--- config.mk ---
export PLATFORM = sky130hd
export DESIGN_NAME = pan_luhn_stream
export DESIGN_NICKNAME = d
export VERILOG_FILES = /design/src/rtl/pan_luhn_stream.sv
export SDC_FILE = /design/constraint.sdc
export NUM_CORES = 1
export LEC_CHECK = 0
export ABC_CLOCK_PERIOD_IN_PS = 11700
export BUFFER_PORTS_ARGS = -buffer_cell sky130_fd_sc_hd__buf_2
export CORE_ASPECT_RATIO = 0.8
export CORE_UTILIZATION = 60
export CTS_CLUSTER_DIAMETER = 30
export CTS_CLUSTER_SIZE = 25
export DETAILED_ROUTE_END_ITERATION = 8
export GPL_ROUTABILITY_DRIVEN = 0
export PLACE_DENSITY = 0.86
export RECOVER_POWER = 50
export SETUP_SLACK_MARGIN = 0.02
export SYNTH_ARGS = -nofsm -noshare
export SYNTH_HDL_FRONTEND = slang
export SYNTH_SLANG_ARGS = --single-unit
export TNS_END_PERCENT = 50
--- constraint.sdc ---
create_clock -name clk -period 11.7 [get_ports clk]
set_input_delay 1.17 -clock clk [delete_from_list [all_inputs] [get_ports clk]]
set_output_delay 1.17 -clock clk [all_outputs]
set_load 0.01 [all_outputs]
--- src/rtl/pan_luhn_stream.sv ---
// Streaming PAN checker: takes BCD digits one per cycle, keeps two running mod-10 Luhn sums
// (one per possible final-length parity), and hands out a frozen result over ready/valid.
module pan_luhn_stream #(
    parameter int MIN_LEN    = 12,
    parameter int MAX_LEN    = 19,
    parameter int IIN_DIGITS = 6,
    parameter int LEN_W      = 5
) (
    input  logic                    clk,
    input  logic                    rst,
    input  logic                    start,
    input  logic                    digit_valid,
    input  logic [3:0]              digit_in,
    input  logic                    pan_end,
    output logic                    busy,
    output logic                    res_valid,
    input  logic                    res_ready,
    output logic                    res_luhn_ok,
    output logic                    res_len_ok,
    output logic [LEN_W-1:0]        res_len,
    output logic [4*IIN_DIGITS-1:0] res_iin,
    output logic [3:0]              res_check_digit,
    output logic                    err_bad_digit,
    output logic                    err_overflow
);

    // Handshake: a result transfers on a rising edge where res_valid && res_ready;
    // res_valid never drops without that transfer except on start or rst.

    typedef enum logic [1:0] {
        IDLE    = 2'd0,
        COLLECT = 2'd1,
        RESULT  = 2'd2
    } state_t;

    localparam logic [LEN_W-1:0] MAX_L = LEN_W'(MAX_LEN);
    localparam logic [LEN_W-1:0] MIN_L = LEN_W'(MIN_LEN);

    state_t                  state, state_nxt;
    logic [LEN_W-1:0]        len, len_nxt;
    logic [3:0]              sum_e, sum_e_nxt;
    logic [3:0]              sum_o, sum_o_nxt;
    logic [3:0]              last_digit, last_digit_nxt;
    logic [4*IIN_DIGITS-1:0] iin, iin_nxt;
    logic                    bad, bad_nxt;
    logic                    ovf, ovf_nxt;
    logic                    accept;
    logic                    load_res;
    logic [3:0]              d_plain, d_dbl, sel_sum;
    logic                    len_ok_nxt, luhn_ok_nxt;

    function automatic logic [3:0] add_mod10(input logic [3:0] a, input logic [3:0] b);
        logic [4:0] s;
        s = {1'b0, a} + {1'b0, b};
        if (s >= 5'd10) begin
            s = s - 5'd10;
        end
        return s[3:0];
    endfunction

    function automatic logic [3:0] luhn_dbl(input logic [3:0] d);
        logic [4:0] t;
        t = {d, 1'b0};
        if (d >= 4'd5) begin
            t = t - 5'd9;
        end
        return t[3:0];
    endfunction

    // Out-of-range digits feed both sums as d mod 10; luhn_ok is forced low for them anyway.
    always_comb begin
        if (digit_in > 4'd9) begin
            d_plain = digit_in - 4'd10;
            d_dbl   = digit_in - 4'd10;
        end else begin
            d_plain = digit_in;
            d_dbl   = luhn_dbl(digit_in);
        end
    end

    always_comb begin
        state_nxt      = state;
        len_nxt        = len;
        sum_e_nxt      = sum_e;
        sum_o_nxt      = sum_o;
        last_digit_nxt = last_digit;
        iin_nxt        = iin;
        bad_nxt        = bad;
        ovf_nxt        = ovf;
        load_res       = 1'b0;

        if (start) begin
            len_nxt        = '0;
            sum_e_nxt      = '0;
            sum_o_nxt      = '0;
            last_digit_nxt = '0;
            iin_nxt        = '0;
            bad_nxt        = 1'b0;
            ovf_nxt        = 1'b0;
        end

        // A digit alongside start is index 0 of the new PAN.
        accept = digit_valid && (start || (state == COLLECT));

        if (accept) begin
            if (len_nxt == MAX_L) begin
                ovf_nxt = 1'b1;
            end else begin
                if (digit_in > 4'd9) begin
                    bad_nxt = 1'b1;
                end
                if (len_nxt[0]) begin
                    sum_e_nxt = add_mod10(sum_e_nxt, d_plain);
                    sum_o_nxt = add_mod10(sum_o_nxt, d_dbl);
                end else begin
                    sum_e_nxt = add_mod10(sum_e_nxt, d_dbl);
                    sum_o_nxt = add_mod10(sum_o_nxt, d_plain);
                end
                for (int k = 0; k < IIN_DIGITS; k++) begin
                    if (int'(len_nxt) == IIN_DIGITS - 1 - k) begin
                        iin_nxt[4*k +: 4] = digit_in;
                    end
                end
                last_digit_nxt = digit_in;
                len_nxt        = len_nxt + 1'b1;
            end
        end

        if (start) begin
            state_nxt = COLLECT;
        end else begin
            case (state)
                IDLE: state_nxt = IDLE;
                COLLECT: begin
                    if (pan_end) begin
                        state_nxt = RESULT;
                        load_res  = 1'b1;
                    end
                end
                RESULT: begin
                    if (res_ready) begin
                        state_nxt = IDLE;
                    end
                end
                default: state_nxt = IDLE;
            endcase
        end
    end

    // Even final length checks the sum that doubled even indices, odd length the other one.
    always_comb begin
        sel_sum     = len_nxt[0] ? sum_o_nxt : sum_e_nxt;
        len_ok_nxt  = (len_nxt >= MIN_L) && (len_nxt <= MAX_L);
        luhn_ok_nxt = len_ok_nxt && !bad_nxt && !ovf_nxt && (sel_sum == 4'd0);
    end

    always_ff @(posedge clk) begin
        if (rst) begin
            state      <= IDLE;
            len        <= '0;
            sum_e      <= '0;
            sum_o      <= '0;
            last_digit <= '0;
            iin        <= '0;
            bad        <= 1'b0;
            ovf        <= 1'b0;
        end else begin
            state      <= state_nxt;
            len        <= len_nxt;
            sum_e      <= sum_e_nxt;
            sum_o      <= sum_o_nxt;
            last_digit <= last_digit_nxt;
            iin        <= iin_nxt;
            bad        <= bad_nxt;
            ovf        <= ovf_nxt;
        end
    end

    always_ff @(posedge clk) begin
        if (rst) begin
            res_luhn_ok     <= 1'b0;
            res_len_ok      <= 1'b0;
            res_len         <= '0;
            res_iin         <= '0;
            res_check_digit <= '0;
            err_bad_digit   <= 1'b0;
            err_overflow    <= 1'b0;
        end else if (load_res) begin
            res_luhn_ok     <= luhn_ok_nxt;
            res_len_ok      <= len_ok_nxt;
            res_len         <= len_nxt;
            res_iin         <= iin_nxt;
            res_check_digit <= last_digit_nxt;
            err_bad_digit   <= bad_nxt;
            err_overflow    <= ovf_nxt;
        end
    end

    assign busy      = (state == COLLECT);
    assign res_valid = (state == RESULT);

endmodule
## Yosys cells after proc, flatten, opt, wreduce, memory -nomap -nowiden

Cells that the tools add are included.

- Register bits: 82
- Bits in latches: 0
- Memory bits (writable): 0
- ROM bits: 0
- Input bits: 10
- Output and inout port bits: 39
- Word-level logic and storage cells: 105
- Memories kept: 0

- Add/subtract/negate cells: 11
- Multiply operators: 0
- Divide/modulo/power cells: 0
- Magnitude comparators: 8
- Equal/unequal tests: 12
- Shift-type cells: 0
- Multiplexer cells: 45
- Bitwise gates (word level): 0
- Reduce and logical (&&, ||, !) cells: 13

Operator list:

| kind | number |
|---|---|
| $mux W4 | 25 |
| $mux W24 | 3 |
| $ge A5 B4 Y1 const B | 5 |
| $sub A4 B4 Y4 const B | 6 |
| $add A4 B4 Y5 | 4 |
| $mux W5 | 3 |
| $mux W1 | 11 |
| $eq A5 B3 Y1 const B | 2 |
| $eq A5 B4 Y1 const B | 2 |
| $add A5 B1 Y5 const B | 1 |
| $eq A5 B2 Y1 const B | 1 |
| $eq A5 B5 Y1 const B | 1 |
| $le A5 B5 Y1 const B | 1 |
| $logic_and A1 B1 Y1 | 5 |
| $logic_not A5 Y1 | 1 |
| $ge A4 B3 Y1 const B | 1 |
| $gt A4 B4 Y1 const B | 1 |
| $logic_not A4 Y1 | 1 |
| $mux W2 | 2 |
| $pmux W2 S2 | 1 |
| $reduce_and A2 Y1 | 2 |
| $ne A3 B2 Y1 const B | 1 |
| $ne A3 B3 Y1 const B | 1 |
| $eq A2 B1 Y1 const B | 1 |
| 6 further kinds | 7 |

## Longest topological paths before layout

Gate-level depths: netlist of run 1.

- Depth after elaboration: 12
- Depth in mapped cells: 20
- Gate-level depth less buffers: 19

## Worst setup path before layout of run 1

No wires, ideal clock.

- Path type: in2reg
- Start point: input port digit_in[1]
- End point: register res_luhn_ok
- Setup time: 0.116 ns
- Arrival time: 4.847 ns
- Data required time: 11.584 ns
- Setup slack: 6.737 ns
- Stages on the path: 19
- Path buffers: 1
- Cells stage by stage: clkbuf_1 inv_1 ha_1 nand2b_1 a21oi_1 xnor2_1 nand2_1 o21ai_0 inv_1 fa_1 xor2_1 ha_1 a21boi_0 nor2_1 o31ai_1 mux2i_1 o221a_2 o32ai_2 a41o_1

- Word-level cells in the longest chain between the ends: 12
- Elaborated cells on any way between the ends: 38
- Those cells by class: 10 x add/sub; 6 x order compare; 17 x mux; 5 x reduce/logical

Ends and longest elaborated chain:

| item | RTL line | source |
|---|---|---|
| from (decl) | 13 | `input logic [3:0] digit_in,` |
| $sub A4 B4 Y4 / $ge A4 B3 Y1 (equally long branches) | 65, 64 |  |
| $mux W4 | 64 | `if (d >= 4'd5) begin` |
| $mux W4 | 72 | `if (digit_in > 4'd9) begin` |
| $add A4 B4 Y5 | 54 | `s = {1'b0, a} + {1'b0, b};` |
| $sub A4 B4 Y4 / $ge A5 B4 Y1 (equally long branches) | 56, 55 |  |
| $mux W4 | 55 | `if (s >= 5'd10) begin` |
| $mux W4 | 112 | `if (len_nxt[0]) begin` |
| $mux W4 | 106 | `if (len_nxt == MAX_L) begin` |
| $mux W4 | 105 | `if (accept) begin` |
| $mux W4 | 152 | `sel_sum = len_nxt[0] ? sum_o_nxt : sum_e_nxt;` |
| $logic_not A4 Y1 | 154 | `luhn_ok_nxt = len_ok_nxt && !bad_nxt && !ovf_nxt && (sel_sum == 4'd0);` |
| $logic_and A1 B1 Y1 (*) | 154 |  |
| to (signal assigned) | 189 | `res_luhn_ok <= luhn_ok_nxt;` |
| to (decl) | 18 | `output logic res_luhn_ok,` |

Mark *: on every way between the ends. The rest lies on a longest branch, timed or not.
A chain may end at the register's enable or synchronous reset.

## Final worst setup path of run 1

Same ends and word-level chain as after synthesis.

==> results of run 1 <==
path summary, 6_finish.rpt:
kind / start / end / slack, ps / cells after the start
hold reg to reg: res_iin[16] / res_iin[16] / 500 / 2
setup reg to reg: sum_e[0] / res_luhn_ok / 8210 / 14
hold / removal: res_iin[16] / res_iin[16] / 500 / 2
setup / recovery: digit_in[1] / res_luhn_ok / 6600 / 20
registers in the layout, indices dropped and copies added (netlist names), 4 cells and up:
name and flops:
sum_e 4, last_digit 4, sum_o 4, res_len 5, res_iin 24, res_check_digit 4
iin 24, len 5
cell usage in the layout, fill, tap and decap left out, drive strengths merged, types with 3 or more instances in the layout:
cell type	instances
nor2	125
dfxtp	82
clkbuf	49
a211oi	38
a21oi	36
ha	27
inv	27
nor3b	20
nand2	16
a31oi	15
nor2b	12
buf	11
o21ai	11
xnor2	8
nor3	7
mux2i	6
xor2	5
nand3	5
nand2b	4
a21o	4
o31ai	4
fa	4
a311oi	4
and3	4
nand4	3
and2	3
clkinvlp	3
a21boi	3
worst min-delay path: stages, from the launching register on:
cell and delay [ps]:
sky130_fd_sc_hd__dfxtp_1 320, sky130_fd_sc_hd__nor2_1 90, sky130_fd_sc_hd__a211oi_1 50
cells in the mapped netlist (4+ instances only):
| cell | n |
|---|---|
| sky130_fd_sc_hd__a211oi_1 | 37 |
| sky130_fd_sc_hd__nor3b_1 | 19 |
| sky130_fd_sc_hd__a21oi_1 | 35 |
| sky130_fd_sc_hd__fa_1 | 4 |
| sky130_fd_sc_hd__inv_1 | 23 |
| sky130_fd_sc_hd__nor2_1 | 124 |
| sky130_fd_sc_hd__mux2i_1 | 6 |
| sky130_fd_sc_hd__a31oi_1 | 15 |
| sky130_fd_sc_hd__xnor2_1 | 8 |
| sky130_fd_sc_hd__a21o_1 | 4 |
| sky130_fd_sc_hd__and3_1 | 4 |
| sky130_fd_sc_hd__nand3_1 | 5 |
| sky130_fd_sc_hd__ha_1 | 27 |
| sky130_fd_sc_hd__nor3_1 | 6 |
| sky130_fd_sc_hd__nand2_1 | 15 |
| sky130_fd_sc_hd__o31ai_1 | 4 |
| sky130_fd_sc_hd__o21ai_0 | 8 |
| sky130_fd_sc_hd__dfxtp_1 | 82 |
| sky130_fd_sc_hd__xor2_1 | 5 |
| sky130_fd_sc_hd__nor2b_1 | 12 |
| sky130_fd_sc_hd__clkbuf_1 | 27 |
layer usage:
layer  vias up  wire (um)
met1      1824       4680
li1       1938          -
met5         -          0
met4         0        116
met3        18        805
met2       150       4630
area by class of cell:
class	count	share of cell area, %
clock buffers	10	2.87
clock inverters	6	1.02
inverters	25	2.01
multi-input cells	395	53.4
flip-flops and latches	82	34.2
well taps	87	2.27
repair buffers	50	4.25
power by group:
| part | switching (W) | internal (W) | total (W) |
|---|---|---|---|
| registers | 0.00000344 | 0.000288 | 0.000291 |
| logic | 0.0000811 | 0.0000499 | 0.000131 |
| clock network | 0.000107 | 0.0000846 | 0.000191 |
| total | 0.000191 | 0.000422 | 0.000614 |
stage by stage:
step	area [um^2]	worst slack (ps)	util, %
floorplan	4440	6740	-
global placement	4670	6590	66.5
detailed placement	4670	6340	66.5
CTS	4860	6690	69.2
global route	4800	6220	68.3
finish	4800	6600	68.3
logic make-up after synthesis:
kind of cell               after synthesis  share of synthesized area (%)
muxes                                    7                           1.86
buffers and inverters                   56                           5.10
xor gates and xnor gates                13                           2.56
AOI/OAI and AO/OA                      132                           20.7
adders and majority gates               31                           9.41
and+or+nand+nor                        212                           23.4
DFF                                     82                           37.0
==> impl_summary.log, run 1 <==
[metrics] violated checks: DRC, capacitance limit, slew limit
[metrics] number of cells upsized or downsized after cts: 0
[metrics] Final period util: 43.6%
[metrics] number of endpoints with negative hold slack in the final report: 0
[metrics] TritonCTS clock tree: yes
[metrics] # hold bufs at CTS: 0
[metrics] most frequent cell on the critical path: sky130_fd_sc_hd__inv_1
[metrics] kind of launch point of the worst setup path: input pin
[metrics] post-CTS setup buffers: 0
[metrics] max-slew violation total from the final report: 84
[metrics] max-slew headroom at the worst pin: -134%
[metrics] Gate Count Post-Synth: roughly 530
[metrics] I/O pin total: 49
[metrics] Post-layout nets: around 600
[metrics] maximum number of pins on one net before global-route repair: between 80 and 90
[metrics] horizontal die dimension: approximately 100 um
[metrics] maximum clock skew at final layout: just under 7 ps
[metrics] share of Yosys cell area claimed by the top area cell type: a little under two fifths
[metrics] number of buffers added by the clock tree synthesis step: 9
[metrics] Setup Total Neg Slack: 0 ps
[metrics] Die Outline Area: 7750 um^2
[metrics] yosys synthesis warning count: 0
[metrics] met3 Usage GRT: under 10%
[metrics] maximum clock rate: 0.196 GHz
[metrics] signed area change from the synthesized netlist to the final layout: 8.17%
[metrics] antenna violations before repair: 0
[metrics] sequential share of the synthesized area: 37.0%
[metrics] Critical Path End Type: flop
[metrics] LEAKAGE: roughly 1.9 nW
[metrics] ys async rst share: 0%
[metrics] worst path arrival time: between 5000 and 6000 ps
[metrics] Avg Vias per Cell: ~6
[metrics] Synth Cell Area: approximately 4400 um^2
[metrics] ANT cells: 0
[metrics] first drt pass iteration count: 7
[metrics] hpwl dp: between 7 and 8 mm
[metrics] count of state elements after synthesis: 82
[metrics] final instance count without filler cells: ~660
[metrics] number of enable-type register cells in the synthesized netlist: 0
[metrics] chain of cells forming the critical path: buf_2, inv_1, ha_1, nand2b_1, a21oi_1, xnor2_1, nand2_1, o21ai_0, inv_1, fa_1, xnor2_1, inv_1, ha_1, o31ai_1, a21oi_1, a211oi_2, mux2i_1, o221ai_1, a21boi_0, a41o_1
[metrics] leading area contributor after synthesis: sky130_fd_sc_hd__dfxtp_1
[metrics] highest ir drop seen on vdd: approximately 74 uV
[metrics] clk slew on worst S/H paths: 80 ps
[metrics] Hold Slack: around 500 ps
[metrics] gate family responsible for the most delay along the worst path: compound AO/OA/AOI/OAI gates
[metrics] cell area power density: around 130 nW/um^2
[metrics] post-detailed-route count of antenna-violating nets: 0
[metrics] CP Max Fanout: 8
[metrics] number of buffers between clock root and the deepest sink: 2
[metrics] share of final-layout standard cells stronger than drive strength 1: under 10%
[metrics] Setup violations, final: 0
[metrics] gr ovfl total: 0
[metrics] post-detailed-route DRC marker count: 2
[metrics] y dimension of the die: 78.9 um
[metrics] 1st-iter DRT viols: approximately 270
[metrics] buffers and inverters on the worst path: 4
[metrics] core box area: ~7000 um^2
[metrics] largest cells by area after synthesis: sky130_fd_sc_hd__dfxtp_1 37%, sky130_fd_sc_hd__nor2_1 10%, sky130_fd_sc_hd__ha_1 7.6%
[metrics] Cell Count Post-Placement: between 600 and 700
[metrics] critical path required time: between 10000 and 15000 ps
[metrics] routed wire length: 10.2 mm
[metrics] initial cell density of the core: between 60 and 70%
[metrics] M2 GR Usage: ~44%
[metrics] count of max-cap constraint violations: 1
[metrics] path type of the worst setup path: in2reg
[metrics] post-layout minimum cycle time: 5100 ps
[metrics] delay of the slowest cell on the worst path: between 400 and 500 ps
[metrics] primary flip-flop cell chosen by synthesis mapping: sky130_fd_sc_hd__dfxtp_1
[metrics] global-route wire length before repair: 16.8 mm
[metrics] area of all sequential standard cells: between 1500 and 2000 um^2
[metrics] Mapped Nets: around 570
[metrics] total via count in the routed design: roughly 3900
[metrics] RSZ-0062 raised after global routing: false
[metrics] Most Used Layer, Global Route: met2
[metrics] overall global routing resource usage: around 27%
[metrics] total power draw: between 0.0006 and 0.0007 W
[metrics] area occupied by multi-input gates: about 2600 um^2
[metrics] root buffer cell: sky130_fd_sc_hd__clkbuf_8
[metrics] Avg Synthesized Cell Area: 8.33 um^2
[metrics] floorplan row count: 27
[metrics] vias in the first global route: about 3700
[metrics] total of fill cells in the finished design: a little under 600
[metrics] global-route track usage on met1: between 30% and 40%
[metrics] number of I/O port buffers: 48
[metrics] clock latency of the later-clocked register in the worst-skew pair: roughly 350 ps
[metrics] type of the most critical hold path: reg2reg
[metrics] CTS Sinks: between 80 and 90
[metrics] H-tree level count: 3
[metrics] cell type of the slowest stage on the worst timing path: sky130_fd_sc_hd__fa_1
[metrics] routed length per placed instance: 15.6 um
[metrics] status: finished with violations
[metrics] count of unique library cells instantiated by Yosys: 68
[metrics] slew at the pin closest to its max-slew limit: about 3500 ps
(Power assumes the default switching activity.)
==> run 2, diff against run 1 <==
--- a/config.mk
+++ b/config.mk
@@ -5,15 +5,15 @@
 export SDC_FILE = /design/constraint.sdc
 export NUM_CORES = 1
 export LEC_CHECK = 0
-export ABC_CLOCK_PERIOD_IN_PS = 11700
+export ABC_CLOCK_PERIOD_IN_PS = 5290
 export BUFFER_PORTS_ARGS = -buffer_cell sky130_fd_sc_hd__buf_2
 export CORE_ASPECT_RATIO = 0.8
-export CORE_UTILIZATION = 60
+export CORE_UTILIZATION = 59
 export CTS_CLUSTER_DIAMETER = 30
 export CTS_CLUSTER_SIZE = 25
 export DETAILED_ROUTE_END_ITERATION = 8
 export GPL_ROUTABILITY_DRIVEN = 0
-export PLACE_DENSITY = 0.86
+export PLACE_DENSITY = 0.85
 export RECOVER_POWER = 50
 export SETUP_SLACK_MARGIN = 0.02
 export SYNTH_ARGS = -nofsm -noshare
==> constraint.sdc (replaced) <==
create_clock -name clk -period 5.29 [get_ports clk]
set_input_delay 0.529 -clock clk [delete_from_list [all_inputs] [get_ports clk]]
set_output_delay 0.529 -clock clk [all_outputs]
set_load 0.01 [all_outputs]
==> run 2 against run 1 <==
The run ends with capacitance limit, slew limit left. Sequential power up 120%. Highest routed layer unchanged. Global-route usage grew 0.86 points. Worst setup slack worse by 5900 ps. Final area grew 0.26%. Final cell count up 0.31%. Register-to-register slack got worse by 6400 ps. Non-clock buffer count up 2. Critical path type unchanged. Largest cell class unchanged.
==> impl_summary.log, run 2 (same netlist as run 1, synthesis figures left out) <==
[metrics] CP Max Fanout: 8
[metrics] Hold Path Cell Cnt: 4
[metrics] worst path arrival time: 4790 ps
[metrics] overall global routing resource usage: about 28%
[metrics] violated checks: capacitance limit, slew limit
[metrics] number of I/O port buffers: 48
[metrics] y dimension of the die: about 80 um
[metrics] Final period util: ~86%
[metrics] Setup Total Neg Slack: 0 ps
[metrics] gr ovfl total: 0
[metrics] max-slew headroom at the worst pin: -131%
[metrics] global-route wire length before repair: about 17 mm
[metrics] H-tree level count: 3
[metrics] Hold Slack: about 460 ps
[metrics] length of routed wiring on met1: approximately 4.7 mm
[metrics] TritonCTS clock tree: yes
[metrics] path type of the worst setup path: in2reg
[metrics] Avg Vias per Cell: 6.18
[metrics] final cell utilization of the core: roughly two thirds
[metrics] ANT cells: 0
[metrics] status: finished with violations
[metrics] hpwl dp: 7.45 mm
[metrics] total of fill cells in the finished design: around 610
[metrics] Setup violations, final: 0
[metrics] post-detailed-route DRC marker count: 0
[metrics] switching power summed over all nets: 0.000443 W
[metrics] share of total power consumed by net switching: approximately 32%
[metrics] number of cells on the worst reg-to-reg path: 14
[metrics] wire length on met2: 4.97 mm
[metrics] area of all sequential standard cells: around 1600 um^2
[metrics] vias in the first global route: ~3700
[metrics] CTS Sinks: ~80
[metrics] share of final-layout standard cells stronger than drive strength 1: 8.60%
[metrics] antenna violations before repair: 0
[metrics] signed area change from the synthesized netlist to the final layout: 8.46%
[metrics] kind of launch point of the worst setup path: input pin
[metrics] first drt pass iteration count: 5
[metrics] slew at the pin closest to its max-slew limit: about 3500 ps
[metrics] clock network fraction of design power: between 30% and 40%
[metrics] worst reg2reg path startpoint: sum_e[0]
[metrics] cell area power density: approximately 280 nW/um^2
[metrics] Die Outline Area: roughly 7900 um^2
[metrics] root buffer cell: sky130_fd_sc_hd__clkbuf_8
[metrics] routed length per placed instance: around 16 um
[metrics] total power draw: between 0.001 and 0.0015 W
[metrics] type of the most critical hold path: in2reg
[metrics] Critical Path End Type: flop
[metrics] launch instance of the worst min-delay path: pan_end
[metrics] # hold bufs at CTS: 0
[metrics] proportion of power drawn by combinational gates: around 22%
[metrics] Post-layout nets: 606
[metrics] RSZ-0062 raised after global routing: false
[metrics] post-CTS setup buffers: 0
[metrics] LEAKAGE: ~1.9 nW
[metrics] leading cell type in the layout, fill and taps excluded: sky130_fd_sc_hd__nor2_1
[metrics] maximum clock skew at final layout: 6.48 ps
[metrics] critical path required time: 5540 ps
[metrics] number of endpoints with negative hold slack in the final report: 0
[metrics] highest ir drop seen on vdd: 170 uV
[metrics] clock latency of the later-clocked register in the worst-skew pair: 360 ps
[metrics] clk slew on worst S/H paths: ~90 ps
[metrics] post-layout minimum cycle time: around 4500 ps
[metrics] count of max-cap constraint violations: 1
[metrics] max-slew violation total from the final report: 84
[metrics] met3 routed WL: ~850 um
[metrics] number of buffers between clock root and the deepest sink: 2
[metrics] highest routed metal layer: met4
[metrics] cell-internal power: 0.000926 W
[metrics] routed wire length: between 10 and 15 mm
[metrics] commonest cells after routing, fill and taps aside: 124 x sky130_fd_sc_hd__nor2_1, 82 x sky130_fd_sc_hd__dfxtp_1, 39 x sky130_fd_sc_hd__clkbuf_1, 37 x sky130_fd_sc_hd__a211oi_1, 35 x sky130_fd_sc_hd__a21oi_1
[metrics] area occupied by multi-input gates: approximately 2600 um^2
[metrics] number of cells upsized or downsized after cts: 0
[metrics] floorplan row count: 27
[metrics] power share of the sequential group: a little under half
[metrics] I/O pin total: just under 50
[metrics] biggest registers after layout: iin x24, res_iin x24
[metrics] initial cell density of the core: 62.6%
[metrics] horizontal die dimension: around 99 um
[metrics] 1st-iter DRT viols: 330
[metrics] maximum clock rate: 0.220 GHz
[metrics] post-detailed-route count of antenna-violating nets: 0
[metrics] core box area: around 7100 um^2
[metrics] FF-to-FF End: sum_e[2]
[metrics] maximum number of pins on one net before global-route repair: 84
[metrics] hold endpoint: state[0]
[metrics] number of buffers added by the clock tree synthesis step: 9
[metrics] total via count in the routed design: roughly 4100
[metrics] Reg2Reg Setup Slack: roughly 1900 ps
## run 2: changes by cell type in the layout (fill, tap and decap cells not counted), sizes merged
cell and delta:
inv +1, clkbuf -1, buf +2
## run 2: area by class of cell
class | instances | area share [%]
well taps | 87 | 2.26
inverters | 25 | 2.00
flip-flops and latches | 82 | 34.1
repair buffers | 52 | 4.55
multi-input cells | 395 | 53.3
clock buffers | 9 | 2.57
clock inverters | 7 | 1.25
## run 2: per-layer routing
layer / up-vias / global-route usage, %
li1: 1947 / -
met1: 1904 / 36.5
met2: 188 / 46.9
met3: 21 / 6.13
met4: 0 / 7.91
met5: - / 0
## run 2: critical path, stage by stage
cell                       delay, ps
sky130_fd_sc_hd__buf_2           210
sky130_fd_sc_hd__inv_1           160
sky130_fd_sc_hd__ha_1            230
sky130_fd_sc_hd__nand2b_1        140
sky130_fd_sc_hd__a21oi_1         330
sky130_fd_sc_hd__xnor2_1         180
sky130_fd_sc_hd__nand2_1          70
sky130_fd_sc_hd__o21ai_0         180
sky130_fd_sc_hd__inv_1           180
sky130_fd_sc_hd__fa_1            480
sky130_fd_sc_hd__xor2_1          270
sky130_fd_sc_hd__ha_1            270
sky130_fd_sc_hd__a21boi_0        280
sky130_fd_sc_hd__nor2_1           90
sky130_fd_sc_hd__o31ai_1         390
sky130_fd_sc_hd__mux2i_1         240
sky130_fd_sc_hd__o221a_2         230
sky130_fd_sc_hd__o32ai_2          90
sky130_fd_sc_hd__a41o_1          230
## run 2: worst max-delay path by stage
stage	from	endpoint	slack, ps	depth (start not counted)
2_1_floorplan	digit_in[1]	res_luhn_ok	970	19
3_3_place_gp	digit_in[1]	res_luhn_ok	810	19
3_5_place_dp	digit_in[1]	res_luhn_ok	580	19
4_1_cts	digit_in[1]	res_luhn_ok	920	19
5_1_grt	digit_in[1]	res_luhn_ok	460	19
6_report	digit_in[1]	res_luhn_ok	750	19
## run 2: power groups by stage
stage | clock [W] | sequential (W) | combinational, W
6_report | 0.000428 | 0.000644 | 0.000296
5_1_grt | 0.000461 | 0.000647 | 0.000324
4_1_cts | 0.000434 | 0.000644 | 0.000292
3_5_place_dp | 0 | 0.000659 | 0.000290
3_3_place_gp | 0 | 0.000658 | 0.000277
2_1_floorplan | 0 | 0.000663 | 0.000218
## run 2: metrics by stage
stage | worst slack (ps) | instances | cell area [um^2]
2_1_floorplan | 968 | 533 | 4440
3_3_place_gp | 811 | 641 | 4690
3_5_place_dp | 582 | 641 | 4690
4_1_cts | 923 | 657 | 4870
5_1_grt | 460 | 657 | 4810
6_report | 753 | 657 | 4810
